==> config.mk <==
export PLATFORM = sky130hd
export DESIGN_NAME = motion_update_dispatch
export DESIGN_NICKNAME = d
export VERILOG_FILES = /design/src/rtl/motion_update_dispatch.sv
export SDC_FILE = /design/constraint.sdc
export NUM_CORES = 1
export LEC_CHECK = 0
export BUFFER_PORTS_ARGS = -buffer_cell sky130_fd_sc_hd__buf_4
export CAP_MARGIN = 20
export CELL_PAD_IN_SITES_DETAIL_PLACEMENT = 1
export CELL_PAD_IN_SITES_GLOBAL_PLACEMENT = 2
export CORE_AREA = 2 2 140 142
export CTS_BUF_LIST = sky130_fd_sc_hd__clkbuf_8
export DETAILED_ROUTE_END_ITERATION = 12
export DIE_AREA = 0 0 142 144
export GPL_ROUTABILITY_DRIVEN = 0
export PLACE_DENSITY = 0.87
export RECOVER_POWER = 100
export REMOVE_ABC_BUFFERS = 1
export SYNTH_ARGS = -nofsm -noshare
export SYNTH_HDL_FRONTEND = slang
export SYNTH_SLANG_ARGS = --single-unit
==> constraint.sdc <==
create_clock -name clk -period 5.44 [get_ports clk]
set_input_delay 0.544 -clock clk [delete_from_list [all_inputs] [get_ports clk]]
set_output_delay 0.544 -clock clk [all_outputs]
set_load 0.05 [all_outputs]
==> src/rtl/motion_update_dispatch.sv <==
// Motion update dispatch: walks every cell's position cache in z-fastest
// order, reads the particle count at address 0 and then every particle,
// and broadcasts each position together with the destination cell it
// now belongs to (with periodic wrap at the grid boundary).
module motion_update_dispatch #(
    parameter int DATA_WIDTH    = 32,
    parameter int ADDR_WIDTH    = 8,
    parameter int CELL_ID_WIDTH = 4,
    parameter int NUM_CELL_X    = 3,
    parameter int NUM_CELL_Y    = 3,
    parameter int NUM_CELL_Z    = 3
) (
    input  logic                       clk,
    input  logic                       rst,
    input  logic                       in_start,
    output logic [3*CELL_ID_WIDTH-1:0] out_rd_cell_id,
    output logic [ADDR_WIDTH-1:0]      out_rd_address,
    output logic                       out_rden,
    input  logic [3*DATA_WIDTH-1:0]    in_particle_info,
    output logic [3*DATA_WIDTH-1:0]    out_data,
    output logic [3*CELL_ID_WIDTH-1:0] out_data_dst_cell,
    output logic                       out_data_valid,
    output logic                       out_motion_update_enable,
    output logic                       out_busy,
    output logic                       out_done
);

    localparam int CW = CELL_ID_WIDTH;
    localparam logic [CW-1:0] NX_C  = CW'(NUM_CELL_X);
    localparam logic [CW-1:0] NY_C  = CW'(NUM_CELL_Y);
    localparam logic [CW-1:0] NZ_C  = CW'(NUM_CELL_Z);
    localparam logic [CW-1:0] ONE_C = CW'(1);

    typedef enum logic [2:0] {
        IDLE,
        RD_NUM,
        CAP_NUM,
        RD_PART,
        DRAIN,
        NEXT_CELL,
        END_HOLD,
        DONE
    } state_e;

    state_e state_q, state_d;

    logic rst_meta_q, rst_sync_q;

    logic [CW-1:0]         cell_x_q, cell_y_q, cell_z_q;
    logic [ADDR_WIDTH-1:0] count_q;
    logic [ADDR_WIDTH-1:0] read_idx_q;
    logic                  part_pending_q;

    logic [3*DATA_WIDTH-1:0] data_q;
    logic [3*CW-1:0]         dst_q;
    logic                    valid_q;

    logic                  last_cell;
    logic [ADDR_WIDTH-1:0] num_readout;
    logic [3*CW-1:0]       dst_d;

    // Map one position component's cell index onto a 1-based destination
    // cell, folding indices past the grid edge back to the start.
    function automatic logic [CW-1:0] wrap_dst(input logic [CW-1:0] idx,
                                               input logic [CW-1:0] n);
        if (idx < n) begin
            return idx + ONE_C;
        end else begin
            return idx - n + ONE_C;
        end
    endfunction

    assign last_cell   = (cell_x_q == NX_C) && (cell_y_q == NY_C) && (cell_z_q == NZ_C);
    assign num_readout = in_particle_info[ADDR_WIDTH-1:0];

    // Destination cell of the particle currently on the cache readout.
    assign dst_d = {wrap_dst(in_particle_info[DATA_WIDTH-1 -: CW], NX_C),
                    wrap_dst(in_particle_info[2*DATA_WIDTH-1 -: CW], NY_C),
                    wrap_dst(in_particle_info[3*DATA_WIDTH-1 -: CW], NZ_C)};

    // Reset synchronizer: assertion takes effect immediately, release lines up with clk.
    always_ff @(posedge clk or negedge rst) begin
        if (!rst) begin
            rst_meta_q <= 1'b0;
            rst_sync_q <= 1'b0;
        end else begin
            rst_meta_q <= 1'b1;
            rst_sync_q <= rst_meta_q;
        end
    end

    // State register.
    always_ff @(posedge clk or negedge rst_sync_q) begin
        if (!rst_sync_q) begin
            state_q <= IDLE;
        end else begin
            state_q <= state_d;
        end
    end

    // Next-state logic for the sweep sequencer.
    always_comb begin
        state_d = state_q;
        case (state_q)
            IDLE:      if (in_start) state_d = RD_NUM;
            RD_NUM:    state_d = CAP_NUM;
            CAP_NUM:   state_d = (num_readout == '0) ? NEXT_CELL : RD_PART;
            RD_PART:   if (read_idx_q == count_q) state_d = DRAIN;
            DRAIN:     state_d = NEXT_CELL;
            NEXT_CELL: state_d = last_cell ? END_HOLD : RD_NUM;
            END_HOLD:  state_d = DONE;
            DONE:      state_d = IDLE;
            default:   state_d = IDLE;
        endcase
    end

    // Cache read port and sweep status outputs decoded from the state.
    always_comb begin
        out_rden                 = 1'b0;
        out_rd_address           = '0;
        out_motion_update_enable = 1'b0;
        out_done                 = 1'b0;
        case (state_q)
            RD_NUM: begin
                out_rden = 1'b1;
            end
            RD_PART: begin
                out_rden       = 1'b1;
                out_rd_address = read_idx_q;
            end
            default: ;
        endcase
        if (state_q != IDLE && state_q != DONE) begin
            out_motion_update_enable = 1'b1;
        end
        if (state_q == DONE) begin
            out_done = 1'b1;
        end
    end

    assign out_busy       = out_motion_update_enable;
    assign out_rd_cell_id = {cell_x_q, cell_y_q, cell_z_q};

    // Cell cursor, per-cell particle count and read index.
    always_ff @(posedge clk or negedge rst_sync_q) begin
        if (!rst_sync_q) begin
            cell_x_q   <= '0;
            cell_y_q   <= '0;
            cell_z_q   <= '0;
            count_q    <= '0;
            read_idx_q <= '0;
        end else begin
            case (state_q)
                IDLE: begin
                    if (in_start) begin
                        cell_x_q <= ONE_C;
                        cell_y_q <= ONE_C;
                        cell_z_q <= ONE_C;
                    end
                end
                CAP_NUM: begin
                    count_q    <= num_readout;
                    read_idx_q <= {{(ADDR_WIDTH-1){1'b0}}, 1'b1};
                end
                RD_PART: begin
                    if (read_idx_q != count_q) begin
                        read_idx_q <= read_idx_q + 1'b1;
                    end
                end
                NEXT_CELL: begin
                    if (!last_cell) begin
                        if (cell_z_q != NZ_C) begin
                            cell_z_q <= cell_z_q + ONE_C;
                        end else begin
                            cell_z_q <= ONE_C;
                            if (cell_y_q != NY_C) begin
                                cell_y_q <= cell_y_q + ONE_C;
                            end else begin
                                cell_y_q <= ONE_C;
                                cell_x_q <= cell_x_q + ONE_C;
                            end
                        end
                    end
                end
                DONE: begin
                    cell_x_q <= '0;
                    cell_y_q <= '0;
                    cell_z_q <= '0;
                end
                default: ;
            endcase
        end
    end

    // Broadcast register: a particle read issued last cycle is on the readout
    // now and is captured with its destination; otherwise outputs are cleared.
    always_ff @(posedge clk or negedge rst_sync_q) begin
        if (!rst_sync_q) begin
            part_pending_q <= 1'b0;
            data_q         <= '0;
            dst_q          <= '0;
            valid_q        <= 1'b0;
        end else begin
            part_pending_q <= (state_q == RD_PART);
            if (part_pending_q) begin
                data_q  <= in_particle_info;
                dst_q   <= dst_d;
                valid_q <= 1'b1;
            end else begin
                data_q  <= '0;
                dst_q   <= '0;
                valid_q <= 1'b0;
            end
        end
    end

    assign out_data          = data_q;
    assign out_data_dst_cell = dst_q;
    assign out_data_valid    = valid_q;

endmodule

Word level (Yosys, flattened, before mapping)
Cells that the tools add are included.
Operators by class
  add/subtract/negate cells: 13
  multiply operators: 0
  div/mod/pow operators: 0
  $lt $le $gt $ge: 3
  eq/ne operators: 21
  shifts and indexed selects: 0
  multiplexer cells: 29
  bitwise gates (word level): 0
  reduce and logical (&&, ||, !) cells: 14
Operators with widths (number)
  $mux 96: 1
  $mux 4: 12
  $add 4x1->4 const B: 9
  $pmux 4 s3: 3
  $pmux 3 s8: 1
  $mux 8: 2
  $pmux 8 s2: 1
  $eq 3x3->1 const B: 4
  $eq 4x2->1 const B: 3
  $lt 4x2->1 const B: 3
  $mux 12: 1
  $mux 3: 4
  $ne 2x2->1 const B: 6
  $sub 4x2->4 const B: 3
  $add 8x1->8 const B: 1
  $eq 8x8->1: 1
  $logic_not 8->1: 1
  $ne 4x2->1 const B: 2
  $ne 8x8->1: 1
  $eq 3x2->1 const B: 2
  $reduce_bool 3->1: 2
  $reduce_and 5->1: 1
  $mux 1: 4
  $reduce_and 2->1: 2
  8 further kinds: 10
Word-level totals
  flip-flop bits (word level): 143
  bits in latches: 0
  bits in writable memories: 0
  bits in read-only memories: 0
  output and inout port bits: 133
  word-level logic and storage cells: 92
  memories kept: 0

Longest topological paths before layout
Gate-level depths: netlist of run 1.
  depth in word-level cells: 5
  mapped depth: 7
  mapped depth without buffers: 6

Least setup slack after synthesis of run 1
OpenSTA, ideal clock, no wires.
  path type: register to output
  start: reg state_q[0]
  end: out out_motion_update_enable
  arrival time: 2.441 ns
  required time: 4.896 ns
  path slack: 2.455 ns
  cell stages (with the launch flop): 6
  path through: dfrtp_1 clkbuf_1 nand2_1 nor2_1 nor2_1 buf_4
On the way
  longest elaborated chain between the ends: 3
RTL lines
  from (decl): line 45  | state_e state_q, state_d;
  from (signal assigned): line 97  | state_q <= state_d;
  $ne 3x3->1 or $reduce_bool 3->1 (tied branches): line 133  | if (state_q != IDLE && state_q != DONE) begin
  $logic_and 1x1->1 (*): line 133
  $mux 1 (*): line 133
  to (decl): line 23  | output logic out_motion_update_enable,
Every way passes the cells marked *; elsewhere a longest branch is shown, timed or not.

Worst setup path in the final report of run 1
  start: reg part_pending_q
  end: reg dst_q[2], in the netlist out_data_dst_cell[2]
On the way
  longest elaborated chain between the ends: 1
RTL lines
  from (decl): line 52  | logic part_pending_q;
  from (signal assigned): line 204  | part_pending_q <= (state_q == RD_PART);
  $mux 12: line 205  | if (part_pending_q) begin
  to (signal assigned): line 207  | dst_q <= dst_d;
  to (decl): line 55  | logic [3*CW-1:0] dst_q;
No other way between the ends.
A chain may end at the register's enable or synchronous reset.

==> flow_summary.rst, run 1 <==
.. list-table::
   :header-rows: 1

   * - Metric
     - Value
   * - Result of the run
     - finished with violations
   * - Violations in the final reports
     - max-capacitance violations, max-slew violations
   * - Starting density of the core
     - 29.4%
   * - Std-Cell Core Area
     - 19100 um2
   * - Overall power
     - 3.47 mW
   * - Number of clock sinks
     - 143
   * - # setup viols final
     - 0
   * - Final setup margin
     - 2.02 ns
   * - Layout cells sized above 1
     - 18.9%
   * - Unrepaired setup endpoints after global routing
     - no
   * - Share of the clock period used by the worst path after layout
     - 62.9%
   * - FMAX
     - 292 MHz
   * - Number of DRC markers in iteration 0
     - 96
   * - Clock Root Buffer
     - sky130_fd_sc_hd__clkbuf_8
   * - Global routing usage on met2
     - 28.0%
   * - Final core utilization
     - 39.3%
   * - Final hold violations
     - 0
   * - Total number of H-tree levels
     - 4
   * - Cell type group with the largest total delay on the critical path
     - buffers and inverters
   * - Critical path startpoint
     - part_pending_q
   * - Number of primary I/O pins
     - 232
   * - DR pass1 iterations
     - 4
   * - Final non-filler cell area
     - 7500 um2
   * - Combined area of the multi-input logic cells
     - 1880 um2
   * - Drt wl/cell
     - 16.2 um
   * - Kind of start point of the critical path
     - register
   * - Register clock-pin slew on the reported worst setup and hold paths
     - 0.09 ns
   * - Number of library cell types mapped by synthesis
     - 43
   * - Global-route wire length before repair
     - 24400 um
   * - Post-cts gate resize count
     - 0
   * - Commonest cells after routing, fill and taps aside
     - 141 x sky130_fd_sc_hd__dfrtp_1, 134 x sky130_fd_sc_hd__clkbuf_1, 100 x sky130_fd_sc_hd__buf_4
   * - Vertical die dimension
     - 144 um
   * - Dpl hpwl
     - 11500 um
   * - Startpoint of the most critical register-to-register path
     - part_pending_q
   * - Maximum clock insertion buffer count
     - 2
   * - Critical path's largest stage delay
     - 2.48 ns
   * - Buffers on Ports
     - 231
   * - Worst Clk Skew
     - 0.00916 ns
   * - Tightest slew margin relative to the limit
     - -142%
   * - Final Net Count
     - 819
   * - Critical-path cell list
     - clkbuf_1 > and3b_1
   * - Standard-cell row count
     - 51
   * - Max rail drop VDD
     - 155 uV
   * - DRC violation count after routing
     - 0
   * - Critical Path Sink Type
     - register
   * - Tightest Pin Transition
     - 3.62 ns
   * - Via count of the routed design
     - 4368
   * - Vias in the first global route
     - 4860
   * - TritonCTS clock tree
     - yes
   * - Total negative setup slack
     - 0 ns
   * - Met1 usage
     - 15.4%
   * - Gr usage total
     - 15.6%
   * - EDFF count, synth
     - 0
   * - Initial antenna violation count
     - 0
   * - Full die area
     - 20400 um2
   * - Post-synthesis async set-or-reset flop share
     - 100%
   * - Residual overflow from global routing
     - 0
   * - Setup Buffers After CTS
     - 0
   * - Most frequent standard cell in the layout excluding fill and tap cells
     - sky130_fd_sc_hd__dfrtp_1
   * - Worst setup slack before clock tree synthesis
     - 3.23 ns
   * - Arrival time of data at the critical path endpoint
     - 3.80 ns
   * - Flip-flop and latch count after synthesis
     - 143
   * - Flip-flop cell with the highest count after synthesis
     - sky130_fd_sc_hd__dfrtp_1
   * - Sequential cell area fraction in the yosys report
     - 63.9%
   * - Shortest clock period the worst path allows after layout
     - 3.42 ns
   * - Maximum number of pins on one net before global-route repair
     - 110
   * - Number of warnings issued by yosys
     - 0
   * - Post-synthesis to final-layout area growth
     - 33.8%
   * - PwrDens
     - 463 nW/um2
   * - Number of max-slew violations in the final report
     - 110
   * - R2R setup slack
     - 2.02 ns
   * - Synth Area per Inst
     - 11.8 um2
   * - Number of cells on the worst reg-to-reg path
     - 2
   * - Later-pin clock latency in the skew report
     - 0.44 ns
   * - Diodes inserted
     - 0
   * - Max-cap violation count
     - 1
   * - Synthesized instance count
     - 476
   * - Required time at the worst-slack endpoint
     - 5.81 ns
   * - Die width
     - 142 um
   * - Final routed wirelength across all metal layers
     - 15500 um
   * - Maximum fanout encountered on the critical timing path
     - 109
   * - Syn Std Cell Area
     - 5600 um2
   * - Filler cell count
     - 2221
   * - Leakage power total
     - 3.33 nW
   * - Buffers plus inverters on the worst setup path
     - 1
   * - Slowest-stage cell, CP
     - sky130_fd_sc_hd__clkbuf_1
   * - Highest-utilization routing layer at the global route stage
     - met2
   * - Avg Vias per Cell
     - 4.56
   * - Endpoint of the most critical register-to-register path
     - out_data_dst_cell[2]
   * - Critical path class
     - reg -> reg
   * - Remaining antenna violation count after routing
     - 0
   * - Instance area at placement
     - 7570 um2
   * - Number of clock buffers inserted by TritonCTS
     - 17
   * - Type of the most critical hold path
     - reg -> async
   * - Met3 global-route usage
     - 7.45%
   * - Total area of sequential cells
     - 3580 um2
## repair_timing
| action | CTS | global route |
|---|---|---|
| hold buffers | 1 | 0 |
| setup endpoints to repair | 0 | 0 |
| endpoints found under the hold margin | 2 | 0 |
## power breakdown
part	switching, mW	internal, mW
combinational	0.847	0.307
clock	0.446	0.488
sequential	0.149	1.23
## how the worst max path moves through the flow
stage / endpoint / slack [ns] / cells after the start
final: out_data_dst_cell[2] / 2.02 / 2
after global routing: out_data_dst_cell[2] / 1.34 / 2
after CTS: out_busy / 2.75 / 4
after detailed placement: read_idx_q[7] / 3.23 / 5
after global placement: read_idx_q[7] / 3.25 / 5
after floorplan: cell_x_q[0] / 1.16 / 0
## final cells by class
class	count	share of cell area, %
clock inverters	13	2.30
inverters	10	0.501
flip-flops and latches	143	47.8
well taps	238	3.97
clock buffers	19	3.49
multi-input cells	300	25.1
repair buffers	235	16.9
## cell families after synthesis
group	count (synthesis)	share of synthesized area, %
compound gates	54	6.56
xor+xnor	14	2.19
flops	143	63.9
simple gates	216	21.7
mux	2	0.357
fa+ha+maj	13	2.90
other cells	1	0.0669
buf+inv	33	2.39
## through the flow
stage	cells	hold slack (ns)
floorplan	453	0.248
global placement	925	0.115
detailed placement	925	0.117
CTS	958	0.127
global route	958	0.132
finish	958	0.121
## registers in the layout, summed over array words and instances, names as in the netlist
register	flops
out_data	96
out_data_dst_cell	12
count_q	8
read_idx_q	8
cell_x_q	4
cell_y_q	4
cell_z_q	4
state_q	3
out_data_valid	1
part_pending_q	1
rst_meta_q	1
rst_sync_q	1
## layer usage
metal  wire (um)  share of wire (%)  vias up
met2        8250                 53      135
met4         384                2.5        0
met3        1330                8.6       27
met5           0                  0        -
met1        5540                 36     2181
li1            -                  -     2025
## synthesized netlist by cell type (3+ instances only)
| master | instances | share of area [%] |
|---|---|---|
| sky130_fd_sc_hd__or3_1 | 8 | 0.89 |
| sky130_fd_sc_hd__o211a_1 | 6 | 1.1 |
| sky130_fd_sc_hd__nor2_1 | 21 | 1.4 |
| sky130_fd_sc_hd__xnor2_1 | 11 | 1.7 |
| sky130_fd_sc_hd__o31ai_1 | 5 | 0.67 |
| sky130_fd_sc_hd__ha_1 | 13 | 2.9 |
| sky130_fd_sc_hd__inv_1 | 10 | 0.67 |
| sky130_fd_sc_hd__o21ai_0 | 15 | 1.3 |
| sky130_fd_sc_hd__nor3_1 | 4 | 0.36 |
| sky130_fd_sc_hd__o211ai_1 | 4 | 0.54 |
| sky130_fd_sc_hd__or3b_4 | 3 | 0.60 |
| sky130_fd_sc_hd__nand2_1 | 45 | 3.0 |
| sky130_fd_sc_hd__nand4_1 | 6 | 0.67 |
| sky130_fd_sc_hd__xor2_1 | 3 | 0.47 |
| sky130_fd_sc_hd__and3b_1 | 4 | 0.63 |
| sky130_fd_sc_hd__dfrtp_1 | 143 | 64 |
| sky130_fd_sc_hd__and2_1 | 107 | 12 |
| sky130_fd_sc_hd__nand2b_1 | 3 | 0.33 |
| sky130_fd_sc_hd__nand3_1 | 5 | 0.45 |
| sky130_fd_sc_hd__a21oi_1 | 11 | 0.98 |
| sky130_fd_sc_hd__clkbuf_1 | 19 | 1.3 |
Power figures use the tool's default switching activity.
==> run 2: changes to the inputs <==
--- a/config.mk
+++ b/config.mk
@@ -9,12 +9,12 @@
 export CAP_MARGIN = 20
 export CELL_PAD_IN_SITES_DETAIL_PLACEMENT = 1
 export CELL_PAD_IN_SITES_GLOBAL_PLACEMENT = 2
-export CORE_AREA = 2 2 140 142
+export CORE_AREA = 2 2 148 150
 export CTS_BUF_LIST = sky130_fd_sc_hd__clkbuf_8
 export DETAILED_ROUTE_END_ITERATION = 12
-export DIE_AREA = 0 0 142 144
+export DIE_AREA = 0 0 150 152
 export GPL_ROUTABILITY_DRIVEN = 0
-export PLACE_DENSITY = 0.87
+export PLACE_DENSITY = 0.83
 export RECOVER_POWER = 100
 export REMOVE_ABC_BUFFERS = 1
 export SYNTH_ARGS = -nofsm -noshare
==> constraint.sdc (replaced) <==
create_clock -name clk -period 2.9 [get_ports clk]
set_input_delay 0.29 -clock clk [delete_from_list [all_inputs] [get_ports clk]]
set_output_delay 0.29 -clock clk [all_outputs]
set_load 0.05 [all_outputs]
==> run 2 against run 1 <==
- the run now ends clean
- die area increased by 12%
- critical path depth increased by 2
- total power increased by 84%
- sequential share of layout area decreased by 0.34 points
- via count decreased by 1.8%
- sequential cell count unchanged
- cell count increased by 4.7%
- worst setup slack got worse by 1.6 ns
- global-route usage decreased by 0.94 points
- first-iteration DRC count increased by 21%
- count of clock-buffer cells in the layout decreased by 1
==> flow_summary.rst, run 2 (synthesis results as in run 1) <==
.. list-table::
   :header-rows: 1

   * - Metric
     - Value
   * - Vias in the first global route
     - 4567 (-6.0%)
   * - Maximum fanout encountered on the critical timing path
     - 19 (-83%)
   * - Commonest cells after routing, fill and taps aside
     - 143 x sky130_fd_sc_hd__dfrtp_1, 126 x sky130_fd_sc_hd__clkbuf_1, 102 x sky130_fd_sc_hd__buf_4
   * - # setup viols final
     - 0 (unchanged)
   * - Result of the run
     - finished, final reports clean
   * - Full die area
     - 22800 um2 (+12%)
   * - Number of clock sinks
     - 143 (unchanged)
   * - Dpl hpwl
     - 11900 um (+3.7%)
   * - Type of the most critical hold path
     - in -> reg
   * - Global-route wire length before repair
     - 25600 um (+4.9%)
   * - Starting density of the core
     - 26.2% (-3.1 points)
   * - Share of the clock period used by the worst path after layout
     - 86.8%
   * - Avg Vias per Cell
     - 4.28 (-6.2%)
   * - Final Net Count
     - 822 (+0.37%)
   * - Vertical die dimension
     - 152 um (+5.6%)
   * - Layout cells sized above 1
     - 19.8% (+0.89 points)
   * - Slowest-stage cell, CP
     - sky130_fd_sc_hd__dfrtp_1
   * - Startpoint of the most critical register-to-register path
     - state_q[1]
   * - Diodes inserted
     - 0 (unchanged)
   * - Post-synthesis to final-layout area growth
     - 34.6%
   * - Critical path's largest stage delay
     - 0.73 ns (-1.75 ns)
   * - Total negative setup slack
     - 0 ns (unchanged)
   * - Buffers on Ports
     - 231 (unchanged)
   * - Shortest clock period the worst path allows after layout
     - 2.52 ns
   * - Critical Path Sink Type
     - output port
   * - Standard-cell row count
     - 54 (+5.9%)
   * - Initial antenna violation count
     - 0 (unchanged)
   * - Arrival time of data at the critical path endpoint
     - 2.23 ns (-1.57 ns)
   * - Final routed wirelength across all metal layers
     - 16000 um (+3.1%)
   * - Number of primary I/O pins
     - 232 (unchanged)
   * - Remaining antenna violation count after routing
     - 0 (unchanged)
   * - Most frequent standard cell in the layout excluding fill and tap cells
     - sky130_fd_sc_hd__dfrtp_1
   * - DR pass1 iterations
     - 4 (unchanged)
   * - Filler cell count
     - 2512 (+13%)
   * - Unrepaired setup endpoints after global routing
     - no
   * - Critical path startpoint
     - state_q[1]
   * - Required time at the worst-slack endpoint
     - 2.61 ns (-3.20 ns)
   * - Critical path class
     - reg -> out
   * - Final hold violations
     - 0 (unchanged)
   * - Drt wl/cell
     - 15.9 um (-1.5%)
   * - Kind of start point of the critical path
     - register
   * - Via count of the routed design
     - 4288 (-1.8%)
   * - Startpoint of the lowest-slack hold path
     - in_particle_info[69]
   * - Flip-flop count of the largest register after layout
     - 96 (unchanged)
   * - Max rail drop VDD
     - 284 uV (+83%)
   * - FMAX
     - 397 MHz
   * - PwrDens
     - 846 nW/um2 (+83%)
   * - Maximum number of pins on one net before global-route repair
     - 67 (-39%)
   * - Later-pin clock latency in the skew report
     - 0.43 ns (about the same)
   * - Tightest Pin Transition
     - 1.39 ns (-2.23 ns)
   * - Final core utilization
     - 35.3% (-4.0 points)
   * - Max-cap violation count
     - 0 (-1)
   * - Std-Cell Core Area
     - 21400 um2 (+12%)
   * - Residual overflow from global routing
     - 0 (unchanged)
   * - Number of clock buffers inserted by TritonCTS
     - 17 (unchanged)
   * - Total number of H-tree levels
     - 4 (unchanged)
   * - Die width
     - 150 um (+5.6%)
   * - TritonCTS clock tree
     - yes
   * - Worst Clk Skew
     - 0.0117 ns (+0.00253 ns)
   * - Gr usage total
     - 14.6% (-0.94 points)
   * - Leakage power total
     - 3.36 nW (+1.0%)
   * - Tightest slew margin relative to the limit
     - 7.08% (+150 points)
   * - Critical-path cell list
     - and3b_1 > clkbuf_1 > and2_1 > clkbuf_2
   * - Register clock-pin slew on the reported worst setup and hold paths
     - 0.09 ns (about the same)
   * - DRC violation count after routing
     - 0 (unchanged)
   * - Number of DRC markers in iteration 0
     - 116 (+21%)
   * - Maximum clock insertion buffer count
     - 2 (unchanged)
   * - Clock Root Buffer
     - sky130_fd_sc_hd__clkbuf_8
   * - Number of max-slew violations in the final report
     - 0 (-100%)
run 2: worst paths after layout:
path	endpoint	slack (ns)	cells after the start
hold reg to reg	rst_sync_q	0.35	0
setup / recovery	out_rd_address[4]	0.38	4
min in group asynchronous	rst_sync_q	0.17	2
hold / removal	out_data[69]	0.07	2
setup reg to reg	cell_x_q[2]	0.57	5
max in group asynchronous	out_data[36]	0.82	1
run 2: cell type report:
class | count | area [um2] | share of cell area (%)
Clock buffer | 18 | 248 | 3.29
Timing Repair Buffer | 238 | 1310 | 17.4
Multi-Input combinational cell | 300 | 1870 | 24.9
Inverter | 10 | 37.5 | 0.498
Clock inverter | 14 | 141 | 1.87
Sequential cell | 143 | 3580 | 47.5
Tap cell | 280 | 350 | 4.65
run 2: power by group:
| group | internal (mW) | switching (mW) | total, mW |
|---|---|---|---|
| sequential | 2.31 | 0.303 | 2.62 |
| combinational | 0.596 | 1.58 | 2.18 |
| clock | 0.786 | 0.800 | 1.59 |
| total | 3.69 | 2.68 | 6.38 |
run 2: stage by stage:
| stage | instance area, um2 | setup slack [ns] | instances | total power, mW | hold slack [ns] |
|---|---|---|---|---|---|
| 5_1_grt | 7540 | 0.138 | 1003 | 6.78 | 0.0149 |
| 3_3_place_gp | 7670 | 0.882 | 970 | 5.07 | 0.0723 |
| 2_1_floorplan | 5510 | -1.38 | 453 | 4.24 | -0.00559 |
| 4_1_cts | 8070 | 0.344 | 1003 | 6.75 | 0.0221 |
| 3_5_place_dp | 7670 | 0.839 | 970 | 5.12 | 0.0745 |
| 6_report | 7540 | 0.382 | 1003 | 6.38 | 0.0661 |
run 2: what timing repair did:
| item | 4_1_cts | 5_1_grt |
|---|---|---|
| hold endpoints to repair | 2 | 0 |
| hold buffers | 1 | 0 |
| gates resized for setup | 0 | 0 |
| buffers inserted | 0 | 0 |
run 2: critical path, delay by kind of cell (launching register included):
family | cells | cell delay (ns)
AND/OR/NAND/NOR | 2 | 0.46
flip-flops | 1 | 0.73
buffers and inverters | 2 | 0.61
run 2: metal layers:
layer / vias up / wire [um] / track usage (%)
li1: 2029 / - / -
met1: 2113 / 6270 / 17.4
met2: 134 / 8120 / 23.8
met3: 12 / 1400 / 6.55
met4: 0 / 189 / 4.31
met5: - / 0 / 0
==> run 3: changes to the inputs <==
--- a/config.mk
+++ b/config.mk
@@ -14,7 +14,7 @@
 export DETAILED_ROUTE_END_ITERATION = 12
 export DIE_AREA = 0 0 150 152
 export GPL_ROUTABILITY_DRIVEN = 0
-export PLACE_DENSITY = 0.83
+export PLACE_DENSITY_LB_ADDON = 0.1
 export RECOVER_POWER = 100
 export REMOVE_ABC_BUFFERS = 1
 export SYNTH_ARGS = -nofsm -noshare
==> run 3 against run 2 <==
- sequential share of layout area down 0.16 points
- final area up 0.35%
- sequential cell count unchanged
- the flow now finishes with violations (max-capacitance violations, max-slew violations)
- critical path type unchanged
==> flow_summary.rst, run 3 (synthesis results as in run 1) <==
.. list-table::
   :header-rows: 1

   * - Metric
     - Value
   * - Tightest Pin Transition
     - 1.53 ns (+0.136 ns)
   * - Combined area of the multi-input logic cells
     - 1880 um2 (+0.33%)
   * - Worst Clk Skew
     - 0.0207 ns (+0.00902 ns)
   * - Gr usage total
     - 15.1% (+0.43 points)
   * - Leakage power total
     - 3.35 nW (-0.26%)
   * - FMAX
     - 395 MHz (-0.54%)
   * - Commonest cells after routing, fill and taps aside
     - 143 x sky130_fd_sc_hd__dfrtp_1, 133 x sky130_fd_sc_hd__clkbuf_1, 101 x sky130_fd_sc_hd__buf_4
   * - Final Net Count
     - 824 (+0.24%)
   * - # setup viols final
     - 0 (unchanged)
   * - Number of cells in the finished layout apart from fillers
     - 1005 (+0.20%)
   * - Later-pin clock latency in the skew report
     - 0.43 ns (about the same)
   * - Buffers on Ports
     - 231 (unchanged)
   * - Number of clock sinks
     - 143 (unchanged)
   * - Post-synthesis to final-layout area growth
     - 35.0%
   * - Layout cells sized above 1
     - 19.2% (-0.61 points)
   * - TritonCTS clock tree
     - yes
   * - Most frequent standard cell in the layout excluding fill and tap cells
     - sky130_fd_sc_hd__dfrtp_1
   * - Initial antenna violation count
     - 0 (unchanged)
   * - Tightest slew margin relative to the limit
     - -1.96% (-9.0 points)
   * - Maximum clock insertion buffer count
     - 2 (unchanged)
   * - Arrival time of data at the critical path endpoint
     - 2.24 ns (about the same)
   * - Total number of H-tree levels
     - 4 (unchanged)
   * - DRC violation count after routing
     - 0 (unchanged)
   * - Clock Root Buffer
     - sky130_fd_sc_hd__clkbuf_8
   * - Register clock-pin slew on the reported worst setup and hold paths
     - 0.09 ns (about the same)
   * - Number of primary I/O pins
     - 232 (unchanged)
   * - Critical Path Sink Type
     - output port
   * - Result of the run
     - finished with violations
   * - Instance area at placement
     - 7680 um2 (+0.20%)
   * - Critical path class
     - reg -> out
   * - Critical path's largest stage delay
     - 0.60 ns (-0.13 ns)
   * - Final hold violations
     - 0 (unchanged)
   * - Diodes inserted
     - 0 (unchanged)
   * - Full die area
     - 22800 um2 (unchanged)
   * - Maximum number of pins on one net before global-route repair
     - 75 (+12%)
   * - Flip-flop count of the largest register after layout
     - 96 (unchanged)
   * - Total area of sequential cells
     - 3580 um2 (unchanged)
   * - Share of the clock period used by the worst path after layout
     - 87.3% (+0.47 points)
   * - Shortest clock period the worst path allows after layout
     - 2.53 ns (+0.0137 ns)
   * - Via count of the routed design
     - 4317 (+0.68%)
   * - Number of max-slew violations in the final report
     - 51 (+51)
   * - Standard-cell row count
     - 54 (unchanged)
   * - Kind of start point of the critical path
     - register
   * - Instance count after placement with tap cells included
     - 972 (+0.21%)
   * - Critical-path cell list
     - nand2_1 > nor2_1 > clkbuf_1
   * - Max rail drop VDD
     - 324 uV (+14%)
   * - Required time at the worst-slack endpoint
     - 2.61 ns (about the same)
   * - Post-cts gate resize count
     - 0 (unchanged)
   * - Vertical die dimension
     - 152 um (unchanged)
   * - Smallest hold slack
     - 0.0642 ns (-0.00191 ns)
   * - Std-Cell Core Area
     - 21400 um2 (unchanged)
   * - Number of clock buffers inserted by TritonCTS
     - 17 (unchanged)
   * - Maximum fanout encountered on the critical timing path
     - 12 (-7)
   * - PwrDens
     - 1160 nW/um2 (+37%)
   * - Residual overflow from global routing
     - 0 (unchanged)
   * - DR pass1 iterations
     - 6 (+2)
   * - Vias in the first global route
     - 4827 (+5.7%)
   * - Drt wl/cell
     - 16.2 um (+1.9%)
   * - Slowest-stage cell, CP
     - sky130_fd_sc_hd__dfrtp_1
   * - Starting density of the core
     - 26.2% (unchanged)
   * - Type of the most critical hold path
     - in -> reg
   * - Dpl hpwl
     - 12000 um (+1.0%)
   * - Die width
     - 150 um (unchanged)
   * - Avg Vias per Cell
     - 4.30 (+0.48%)
   * - Remaining antenna violation count after routing
     - 0 (unchanged)
   * - Global-route wire length before repair
     - 26500 um (+3.6%)
   * - Final routed wirelength across all metal layers
     - 16300 um (+2.1%)
   * - Violations in the final reports
     - max-capacitance violations, max-slew violations
   * - Final non-filler cell area
     - 7570 um2 (+0.35%)
   * - Unrepaired setup endpoints after global routing
     - no
   * - Filler cell count
     - 2497 (-0.60%)
   * - Max-cap violation count
     - 1 (+1)
   * - Number of DRC markers in iteration 0
     - 102 (-12%)
[run 3: area by class of cell]
cell class / instances / area share [%]
multi-input combinational: 300 / 24.9
tap: 280 / 4.63
sequential: 143 / 47.3
timing repair buffer: 240 / 17.5
clock inverter: 13 / 1.80
inverter: 10 / 0.496
clock buffer: 19 / 3.46
[run 3: critical path, delay by kind of cell, from the launching register on]
family / cells / cell delay, ns
AND/OR/NAND/NOR: 2 / 0.69
flip-flops: 1 / 0.60
buffers and inverters: 1 / 0.51
[run 3: timing repair]
action | 4_1_cts | 5_1_grt
hold buffers | 1 | 0
hold endpoints to repair | 2 | 0
setup endpoints to repair | 0 | 0
buffers inserted | 0 | 0
[run 3: report_power, final]
part           internal, mW  switching [mW]
Clock                 0.812           0.794
Combinational         0.889            3.14
Sequential             2.65           0.471
[run 3: path summary, 6_finish.rpt]
| kind | startpoint | slack [ns] | cells after the start | end |
|---|---|---|---|---|
| min in group asynchronous | rst | 0.20 | 2 | rst_meta_q |
| worst min register to register | rst_meta_q | 0.35 | 0 | rst_sync_q |
| worst max-delay path | state_q[0] | 0.37 | 3 | out_done |
| worst min-delay path | in_particle_info[1] | 0.06 | 3 | count_q[1] |
| max in group asynchronous | rst_sync_q | 0.91 | 1 | out_data[40] |
| worst max register to register | state_q[1] | 0.56 | 6 | cell_x_q[2] |
[run 3: layer usage]
metal | track usage (%) | part of all wire (%)
met2 | 25.2 | 51
met3 | 7.39 | 9.3
met1 | 16.7 | 38
met5 | 0 | 0
met4 | 5.08 | 2.0
[run 3: stage by stage]
step / setup slack (ns) / power [mW] / utilization, % / setup TNS (ns)
after floorplan: -1.38 / 4.24 / - / -194.48
after global placement: 0.882 / 7.80 / 36.0 / 0
after detailed placement: 0.852 / 7.85 / 36.0 / 0
after CTS: 0.468 / 9.51 / 37.9 / 0
after global routing: 0.216 / 9.31 / 35.4 / 0
final: 0.368 / 8.75 / 35.4 / 0
